===== src/rtl/clk_div_bank.sv =====
// Bank of NUM_CH glitch-free programmable clock dividers with double-buffered divisors.
// Optional CLK_DIV_SYNC_EN: a sync pulse re-phases every running channel and applies pending divisors.

module clk_div_lane #(
  parameter int             CNT_W    = 16,
  parameter logic [CNT_W-1:0] DIV_INIT = '0
) (
  input  logic             clk,
  input  logic             reset,
  input  logic             en,
  input  logic             sync,
  input  logic             wr_hit,
  input  logic [CNT_W-1:0] wr_div,
  output logic             div_clk,
  output logic             tick,
  output logic             upd_pend
);

  typedef enum logic {ST_STOP, ST_RUN} state_e;

  state_e           state_q, state_d;
  logic [CNT_W-1:0] n_q, n_d;
  logic [CNT_W-1:0] p_q, p_d;
  logic [CNT_W-1:0] cnt_q, cnt_d;
  logic             pend_q, pend_d;
  logic             wrap;
  logic             apply;
  logic [CNT_W:0]   half;

  always_ff @(posedge clk) begin
    if (reset) begin
      state_q <= ST_STOP;
      n_q     <= DIV_INIT;
      p_q     <= DIV_INIT;
      cnt_q   <= '0;
      pend_q  <= 1'b0;
    end else begin
      state_q <= state_d;
      n_q     <= n_d;
      p_q     <= p_d;
      cnt_q   <= cnt_d;
      pend_q  <= pend_d;
    end
  end

  always_comb begin
    state_d = state_q;
    n_d     = n_q;
    p_d     = p_q;
    pend_d  = pend_q;
    cnt_d   = cnt_q;

    wrap  = (state_q == ST_RUN) && (cnt_q == n_q - CNT_W'(1));
    // Divisors only change on a period boundary, so div_clk never carries a partial period.
    apply = wrap || (state_q == ST_STOP) || sync;

    if (apply) begin
      // A write landing on the boundary goes straight to N and never shows as pending.
      n_d    = wr_hit ? wr_div : (pend_q ? p_q : n_q);
      p_d    = wr_hit ? wr_div : p_q;
      pend_d = 1'b0;
    end else if (wr_hit) begin
      p_d    = wr_div;
      pend_d = 1'b1;
    end

    state_d = (en && (n_d != '0)) ? ST_RUN : ST_STOP;

    if (state_d == ST_STOP || state_q == ST_STOP || wrap || sync) cnt_d = '0;
    else                                                          cnt_d = cnt_q + CNT_W'(1);
  end

  assign half     = ({1'b0, n_q} + (CNT_W+1)'(1)) >> 1;
  assign tick     = (state_q == ST_RUN) && (cnt_q == '0);
  assign div_clk  = (state_q == ST_RUN) && ({1'b0, cnt_q} < half);
  assign upd_pend = pend_q;

endmodule

module clk_div_bank #(
  parameter int                      NUM_CH    = 3,
  parameter int                      CNT_W     = 16,
  parameter logic [NUM_CH*CNT_W-1:0] DIV_RESET = {16'd5, 16'd50, 16'd250}
) (
  input  logic              clk,
  input  logic              reset,
  input  logic              en,
  input  logic              wr_en,
  input  logic [3:0]        wr_ch,
  input  logic [CNT_W-1:0]  wr_div,
  input  logic              sync,
  output logic [NUM_CH-1:0] div_clk,
  output logic [NUM_CH-1:0] tick,
  output logic [NUM_CH-1:0] upd_pend
);

  logic sync_eff;

`ifdef CLK_DIV_SYNC_EN
  assign sync_eff = sync;
`else
  logic unused_sync;
  assign unused_sync = sync;
  assign sync_eff    = 1'b0;
`endif

  for (genvar i = 0; i < NUM_CH; i++) begin : g_ch
    // Indices at or above NUM_CH never match, so such writes are dropped.
    logic wr_hit;
    assign wr_hit = wr_en && (wr_ch == 4'(i));

    clk_div_lane #(
      .CNT_W    (CNT_W),
      .DIV_INIT (DIV_RESET[i*CNT_W +: CNT_W])
    ) u_lane (
      .clk      (clk),
      .reset    (reset),
      .en       (en),
      .sync     (sync_eff),
      .wr_hit   (wr_hit),
      .wr_div   (wr_div),
      .div_clk  (div_clk[i]),
      .tick     (tick[i]),
      .upd_pend (upd_pend[i])
    );
  end

endmodule


===== config.mk =====
export PLATFORM = sky130hd
export DESIGN_NAME = clk_div_bank
export DESIGN_NICKNAME = d
export VERILOG_FILES = /design/src/rtl/clk_div_bank.sv
export SDC_FILE = /design/constraint.sdc
export NUM_CORES = 1
export LEC_CHECK = 0
export CORE_MARGIN = 4
export CORE_UTILIZATION = 50
export DETAILED_ROUTE_END_ITERATION = 16
export DONT_BUFFER_PORTS = 1
export PLACE_DENSITY_LB_ADDON = 0.15
export RECOVER_POWER = 50
export SLEW_MARGIN = 20
export SYNTH_ARGS = -nofsm -noshare
export SYNTH_HDL_FRONTEND = slang
export SYNTH_HIERARCHICAL = 1
export SYNTH_SLANG_ARGS = --single-unit

===== constraint.sdc =====
create_clock -name clk -period 3.3 [get_ports clk]
set_clock_uncertainty 0.2 [all_clocks]
set_input_delay 0.825 -clock clk [delete_from_list [all_inputs] [get_ports clk]]
set_output_delay 0.825 -clock clk [all_outputs]
set_load 0.01 [all_outputs]

Yosys cells after proc, flatten, opt, wreduce, memory -nomap -nowiden
Cells that the tools add are included.
{ "word_totals": {"mem_bits_ro": 0, "ram_bits": 0, "memories": 0, "input_bits": 25, "latch_bits": 0, "register_bits": 150, "out_inout_bits": 9} }
{ "classes": {"eq_ne": 5, "n_reduce_logical": 37, "add_sub_neg": 9, "n_div": 0, "multipliers": 0, "n_lt_le_gt_ge": 3, "shift": 0, "n_bitwise": 6, "n_mux": 12} }
{ "op_table": {"columns": ["cell", "n"], "rows": [
  ["two-way mux 16 bit", 9],
  ["adder 16 x 1 -> 17 bit (second input constant)", 3],
  ["adder 16 x 1 -> 16 bit (second input constant)", 3],
  ["== test 16 bit", 3],
  ["zero test 16 bit", 3],
  ["< comparator 16 bit", 3],
  ["nonzero test 16 bit", 3],
  ["subtractor 16 x 1 -> 16 bit (second input constant)", 3],
  ["logical AND 1 bit", 15],
  ["OR reduction 2 bit", 6],
  ["logical OR 1 bit", 9],
  ["inverter 1 bit", 6],
  ["== test 4 x 1 -> 1 bit (second input constant)", 1],
  ["== test 4 x 2 -> 1 bit (second input constant)", 1],
  ["zero test 4 bit", 1],
  ["two-way mux 1 bit", 3]
]} }

Longest topological paths before layout
Gate-level depths: netlist of the first run.
{ "depth": {"word_depth": 12, "ltp_mapped": 13} }

Hierarchy
The synthesis of the first run kept the hierarchy.
{ "modules_own_cells": {"columns": ["mod", "instances", "cells_per_inst", "area_each_um2", "seq_area_each_um2"], "rows": [
  ["clk_div_lane (g_ch[1].u_lane)", 1, 512, 3982.6, 1001.0],
  ["clk_div_lane (g_ch[2].u_lane)", 1, 475, 3817.4, 1001.0],
  ["clk_div_lane (g_ch[0].u_lane)", 1, 468, 3798.6, 1001.0],
  ["clk_div_bank", 1, 5, 42.5, 0.0]
]} }

Worst setup path after synthesis of the first run
Ideal clock, no wire load.
{ "synth_timing": {"path_kind": "flip-flop to output port", "start": "register g_ch[1].u_lane.n_q[2]", "end": "output port div_clk[1]", "slack_ns": -0.358, "arrival_ns": 2.633, "path_stages_with_launch": 13, "t_required_ns": 2.275, "path_cell_list": "dfxtp_1 -> clkbuf_1 -> and3_1 -> nand2_1 -> nor3_1 -> and4_1 -> nand4_1 -> xor2_1 -> ha_1 -> a21o_1 -> a21oi_1 -> o211ai_1 -> a21oi_1"} }
{ "synth_between": {"elab_chain_cells": 3} }
{ "synth_lines": {"columns": ["element", "line", "source"], "rows": [
  ["start: declaration", "22", "logic [CNT_W-1:0] n_q, n_d;"],
  ["start signal: assignment", "39", "n_q <= n_d;"],
  ["adder 16 x 1 -> 17 bit", "73", "assign half = ({1'b0, n_q} + (CNT_W+1)'(1)) >> 1;"],
  ["< comparator 16 bit", "75", "assign div_clk = (state_q == ST_RUN) && ({1'b0, cnt_q} < half);"],
  ["logical AND 1 bit", "75", null],
  ["end: declaration", "92", "output logic [NUM_CH-1:0] div_clk,"]
]} }
Every way passes these cells.

Final worst setup path of the first run
{ "layout_timing": {"start": "register g_ch[1].u_lane.n_q[4]", "end": "output port div_clk[1]"} }
Same word-level chain as after synthesis.

==> results of run 1 <==
[critical path, stage by stage, from the launching register on]
cell	delay, ps
dfxtp_2	330
and3_4	200
buf_4	110
nand3_1	100
nor2_2	170
nand4_1	190
xor2_1	200
ha_1	320
a21o_1	180
a21oi_2	140
o211ai_1	110
a21oi_2	200
[flip-flops by register name, indices dropped and copies added (netlist names)]
| register | count |
|---|---|
| g_ch.u_lane/n_q | 48 |
| g_ch.u_lane/p_q | 48 |
| g_ch.u_lane/state_q | 3 |
| g_ch.u_lane/upd_pend | 3 |
| g_ch.u_lane/cnt_q | 48 |
[report_power, final]
group	internal [uW]	total, uW	switching (uW)
clock network	1050	2050	1000
registers	1830	1860	28.8
logic	160	362	201
[synth_stat cells (16+ instances only)]
cell        n
a21o_1     20
a21oi_1    93
and3_1     18
buf_2      20
clkbuf_1   73
dfxtp_1   150
ha_1       57
inv_1      30
mux2_2     16
mux2i_1    74
nand2_1    59
nand2b_1   28
nand3_1    50
nand4_1    32
nor2_1    177
nor2b_1    28
nor3_1     67
nor4_1     22
o211ai_1   20
o21ai_0    31
o22ai_1    16
or3_1      16
xnor2_1    59
xor2_1     79
[repair_timing]
action	in CTS	in global routing
setup endpoints to repair	11	63
pin swaps	19	22
buffers inserted	3	7
hold buffers	0	0
gates resized for setup	41	44
[stage by stage]
step / cells / util / total power (uW) / instance area, um^2
2_1_floorplan: 1464 / - / 2160 / 11700
3_3_place_gp: 1779 / 0.549 / 2240 / 12500
3_5_place_dp: 1779 / 0.549 / 2240 / 12500
4_1_cts: 1814 / 0.584 / 4300 / 13300
5_1_grt: 1820 / 0.590 / 4430 / 13400
6_report: 1820 / 0.590 / 4270 / 13400
[cell families after synthesis]
kind of cell               share of synthesized area
and+or+nand+nor                                0.272
AOI/OAI and AO/OA                              0.163
buffers and inverters                         0.0570
DFF                                            0.258
xor gates and xnor gates                       0.104
muxes                                         0.0849
adders and majority gates                     0.0613
other                                       0.000322
[metal layers]
layer,track usage,vias up
met5,0,-
met1,0.330,5031
li1,-,5324
met4,0.0763,2
met2,0.396,295
met3,0.0498,53
[how the worst max path moves through the flow]
| stage | startpoint | endpoint | slack [ps] | cells after the start |
|---|---|---|---|---|
| after floorplan | g_ch[1].u_lane/n_q[2] | div_clk[1] | -30 | 12 |
| after global placement | g_ch[0].u_lane/n_q[1] | div_clk[0] | -50 | 12 |
| after detailed placement | g_ch[0].u_lane/n_q[1] | div_clk[0] | -110 | 12 |
| after CTS | g_ch[2].u_lane/n_q[2] | div_clk[2] | -420 | 12 |
| after global routing | g_ch[1].u_lane/n_q[4] | div_clk[1] | -550 | 11 |
| final | g_ch[1].u_lane/n_q[4] | div_clk[1] | -400 | 11 |
[layout make-up]
type / instances / area share
multi-input combinational: 1163 / 0.615
timing repair buffer: 131 / 0.0740
tap: 313 / 0.0291
sequential: 150 / 0.226
inverter: 31 / 0.00866
clock buffer: 17 / 0.0316
clock inverter: 15 / 0.0152
==> results_dict.tcl, run 1 <==
set metrics [dict create \
    synth_cell_types 87 \
    detail_route.first_pass.iterations 5 \
    worst_slew_margin_rel 0.199 \
    clk_path_buf_depth 2 \
    synth_top_cells_by_area "dfxtp_1 (26%), mux2i_1 (6.4%), ha_1 (6.1%), xor2_1 (5.9%), nor2_1 (5.7%)" \
    drt-initial-drc-count 917 \
    maximum_number_of_pins_on_one_net_before_global_route_repair 129 \
    finalWeightedCongestion 0.906 \
    number_of_antenna_violations_at_the_first_check_in_global_routing 1 \
    area_growth_pct 15.5 \
    floorplan.initialDensity 0.511 \
    tritoncts "built" \
    gr-usage-all-layers 0.245 \
    ir_drop_mv 0.396 \
    worst_ep_arrival_time_ps 2670 \
    rsz0062_at_grt "true" \
    nets 1576 \
    post_drt_via_cell_ratio 5.88 \
    endpoint_kind "primary output" \
    setup_viol 15 \
    timing.hold.worst.start "g_ch[0].u_lane/p_q[6]" \
    critPathKind "flip-flop to primary output" \
    multi_input_area_mm2 0.00827 \
    r2r-start "g_ch[0].u_lane/n_q[3]" \
    count_of_pins_over_their_slew_limit 0 \
    place_worst_setup_slack_ps -114 \
    synth_top_area_frac 0.258 \
    numPortBuffers 0 \
    min_period_ps 3700 \
    ys.warnings.count 6 \
    synth_edf_count 0 \
    syn_area_per_cell_um2 7.97 \
    ys.flop_type "dfxtp_1" \
    rows 55 \
    worst_hold_path_type "flip-flop to flip-flop" \
    violations "setup timing" \
    worstPathRequired_ps 2270 \
    worst_slack_ps -398 \
    die_x_um 161 \
    post-route-drc-count 0 \
    cts_num_sinks 150 \
    yosysSeqAreaShare 0.258 \
    post_synth_inst_count 1460 \
    core_mm2 0.0228 \
    vias 10700 \
    cts-htree-levels 4 \
    worst_r2r_endpoint "g_ch[0].u_lane/n_q[14]" \
    largest_fanout_on_the_critical_path 3 \
    tritoncts.num_buffers 17 \
    worstSetupStartpointType "flip-flop" \
    grt_pass1_vias 10100 \
    highest_routing_layer_actually_used "met5" \
    antenna_violating_nets_post_route 0 \
    fin_crit_sh 1.12 \
    worst-r2r-cell-count 9 \
    final.fill_count 2014 \
    hold-path-endpoint "g_ch[0].u_lane/p_q[6]" \
    post_drt_wl_per_cell_um 17.6 \
    drt-met1-wl_mm 14.5 \
    max-cap-violations 0 \
    synth.ff_latch_count 150 \
    synth_top_area_cell "dfxtp_1" \
    clock_latency_ps 440 \
    routed_wirelength_mm 32.1 \
    async_flop_share 0 \
    met3_wirelength_mm 1.82 \
    mostFrequentLayoutCell "nor2_1" \
    clock_tree.root_cell "clkbuf_16" \
    hold-path-cell-count 1 \
    dp.final_hpwl_mm 23.4 \
    drive_above_1_share 0.185 \
    power.static_leakage_uw 0.00509 \
    met2WireLength_mm 14.9 \
    clock.fmax_mhz 270 \
    timing.setup.tns_ps -2470 \
    first_pass_grt_wire_length_mm 52.3 \
    layout_common_cells "nor2_1 (171), dfxtp_1 (132), buf_4 (114)" \
    cell_area_power_density_mw_per_mm2 318 \
    fin_worst_hold_slack_ps 267 \
    antenna-diode-count 0 \
    grt_remaining_overflow 0 \
    reg2reg_setup_slack_ps -10 \
    final-seq-area_mm2 0.00304 \
    die_height_um 161 \
    die-area_mm2 0.0258 \
    timing_hold_violations_final 0 \
    worstMarginPinSlew_ps 1200 \
    worst_setup_hold_path_clk_slew_ps 80 \
    mappedNetlistArea_mm2 0.0116 \
    io_pins 34 \
    status "finished, violations left" \
]
No activity file was read; power rests on OpenSTA's default activity.
==> inputs of run 2 (changes only) <==
--- a/config.mk
+++ b/config.mk
@@ -11,6 +11,7 @@
 export DONT_BUFFER_PORTS = 1
 export PLACE_DENSITY_LB_ADDON = 0.15
 export RECOVER_POWER = 50
+export SETUP_SLACK_MARGIN = 0.15
 export SLEW_MARGIN = 20
 export SYNTH_ARGS = -nofsm -noshare
 export SYNTH_HDL_FRONTEND = slang
==> run 2 against run 1 <==
Effect of this change: the run ends with capacitance limit, slew limit, setup timing left; routed wire length rose by 5.6%; clock power down 4%; power shrank 0.65%; combinational power is 14% higher; largest cell class unchanged.
==> results_dict.tcl, run 2 (synthesized netlist as in run 1, its figures left out) <==
set metrics [dict create \
    status "finished, violations left" \
    violations "capacitance limit, slew limit, setup timing" \
    critical_path_depth 12 \
    cts_num_sinks 150 \
    final_core_utilization 0.620 \
    grt_pass1_vias 10400 \
    gr-usage-all-layers 0.255 \
    max-cap-violations 1 \
    io_pins 34 \
    cts-htree-levels 4 \
    cpMostUsedCell "and3_4" \
    critical_path_buf_inv_count 1 \
    vias 11100 \
    nets 1613 \
    p_seq_frac 0.438 \
    count_of_pins_over_their_slew_limit 43 \
    area_growth_pct 21.2 \
    first_pass_grt_wire_length_mm 54.2 \
    largest_fanout_on_the_critical_path 3 \
    grt_remaining_overflow 0 \
    mostFrequentLayoutCell "nor2_1" \
    die_x_um 161 \
    timing.critical_path.to "div_clk[2]" \
    worst_hold_path_type "primary input to flip-flop" \
    timing.setup.tns_ps -2830 \
    critical_path.startpoint "g_ch[2].u_lane/n_q[4]" \
    min_period_ps 3780 \
    reg2reg_setup_slack_ps -120 \
    layout_common_cells "nor2_1 (170), buf_4 (132), dfxtp_1 (130)" \
    clock.fmax_mhz 264 \
    tritoncts.num_buffers 17 \
    post-route-drc-count 0 \
    numPortBuffers 0 \
    ir_drop_mv 0.248 \
    drive_above_1_share 0.222 \
    timing.critical_path.max_delay_family "simple AND/OR/NAND/NOR gates" \
    clk_path_buf_depth 2 \
    final.fill_count 1977 \
    critical-path-max-stage-delay_ps 330 \
    internal_dissipation_uw 3040 \
    critPathKind "flip-flop to primary output" \
    rows 55 \
    cts_hold_buffers 0 \
    antenna_violating_nets_post_route 0 \
    r2r-start "g_ch[0].u_lane/n_q[7]" \
    drt-met1-wl_mm 15.4 \
    highest_routing_layer_actually_used "met4" \
    worstMarginPinSlew_ps 1690 \
    die-area_mm2 0.0258 \
    worst_setup_hold_path_clk_slew_ps 70 \
    biggestRegsByFlops "g_ch.u_lane/cnt_q x48, g_ch.u_lane/n_q x48, g_ch.u_lane/p_q x48" \
    worst_ep_arrival_time_ps 2760 \
    place.detailed.instances 1784 \
    dp.final_hpwl_mm 23.5 \
    worst_slew_margin_rel -0.127 \
    pwr-share-clk 0.465 \
    worstPathRequired_ps 2270 \
    path_cells "and3_4, and3_4, nand3_4, nor2_4, and4_1, nand2_1, xor2_1, ha_1, buf_4, nand4_1, nand4b_1, a21oi_4" \
    p_switching_uw 1200 \
    met2WireLength_mm 15.7 \
    stdcell_count 1857 \
    rsz0062_at_grt "true" \
    worstSetupStartpointType "flip-flop" \
    drt-initial-drc-count 1100 \
    fin_crit_sh 1.15 \
    core_mm2 0.0228 \
    worst_slack_ps -483 \
    timing_hold_violations_final 0 \
    worst_r2r_endpoint "g_ch[0].u_lane/n_q[7]" \
    clock_tree.root_cell "clkbuf_16" \
    fin_worst_hold_slack_ps 252 \
    worst-r2r-cell-count 10 \
    antenna-diode-count 0 \
    detail_route.first_pass.iterations 6 \
    cp_slowest_cell "dfxtp_2" \
    clock_latency_ps 440 \
    endpoint_kind "primary output" \
    cell_area_power_density_mw_per_mm2 301 \
    number_of_antenna_violations_at_the_first_check_in_global_routing 0 \
    die_height_um 161 \
    setup_viol 32 \
    routed_wirelength_mm 33.9 \
    power_switching_share 0.283 \
    met3_wirelength_mm 1.88 \
    finalWeightedCongestion 0.894 \
    post_drt_via_cell_ratio 5.95 \
    maximum_number_of_pins_on_one_net_before_global_route_repair 129 \
    power.static_leakage_uw 0.00539 \
    tritoncts "built" \
    share_comb_of_total_power 0.097 \
    floorplan.initialDensity 0.511 \
    post_drt_wl_per_cell_um 18.3 \
]
[run 2: area by class of cell]
cell class | count | area, um^2 | area share
Clock buffer | 17 | 425 | 0.0301
Sequential cell | 150 | 3040 | 0.215
Tap cell | 313 | 392 | 0.0277
Timing Repair Buffer | 168 | 1400 | 0.0993
Clock inverter | 15 | 178 | 0.0126
Inverter | 31 | 119 | 0.00842
Multi-Input combinational cell | 1163 | 8560 | 0.606
[run 2: power by group through the flow]
stage / clock (uW) / combinational (uW) / sequential (uW)
2_1_floorplan: 0 / 282 / 1890
5_1_grt: 2100 / 448 / 1860
4_1_cts: 2000 / 383 / 1860
3_3_place_gp: 0 / 348 / 1900
3_5_place_dp: 0 / 352 / 1900
6_report: 1970 / 412 / 1860
[run 2: timing repair]
item	in CTS	in global routing
gates resized for setup	86	63
setup endpoints to repair	42	82
pin swaps	38	30
gates cloned	2	1
setup buffers	20	18
[run 2: worst reg2reg max path, delay by kind of cell (launching register included)]
| family | cells | cell delay (ps) |
|---|---|---|
| AO/OA/AOI/OAI | 3 | 480 |
| buffers and inverters | 3 | 440 |
| flip-flops | 1 | 330 |
| multiplexers | 1 | 180 |
| AND/OR/NAND/NOR | 3 | 1600 |
[run 2: worst min-delay path by stage]
stage	end	cells past startpoint	start
2_1_floorplan	g_ch[0].u_lane/p_q[3]	1	g_ch[0].u_lane/p_q[3]
3_3_place_gp	g_ch[0].u_lane/p_q[6]	1	g_ch[0].u_lane/p_q[6]
3_5_place_dp	g_ch[0].u_lane/p_q[6]	1	g_ch[0].u_lane/p_q[6]
6_report	g_ch[2].u_lane/p_q[1]	1	reset
4_1_cts	g_ch[1].u_lane/p_q[13]	1	reset
5_1_grt	g_ch[1].u_lane/p_q[6]	1	reset
[run 2: layer usage]
metal / global-route usage / up-vias
met5: 0 / -
met4: 0.0665 / 0
met1: 0.347 / 5266
li1: - / 5390
met3: 0.0549 / 70
met2: 0.412 / 327
[run 2: per-stage QoR]
step	cell area (um^2)	setup slack, ps	power [uW]
3_5_place_dp	12600	-128	2250
4_1_cts	13800	-466	4250
2_1_floorplan	11800	-32.5	2170
6_report	14100	-483	4240
3_3_place_gp	12600	-102	2250
5_1_grt	14100	-647	4410
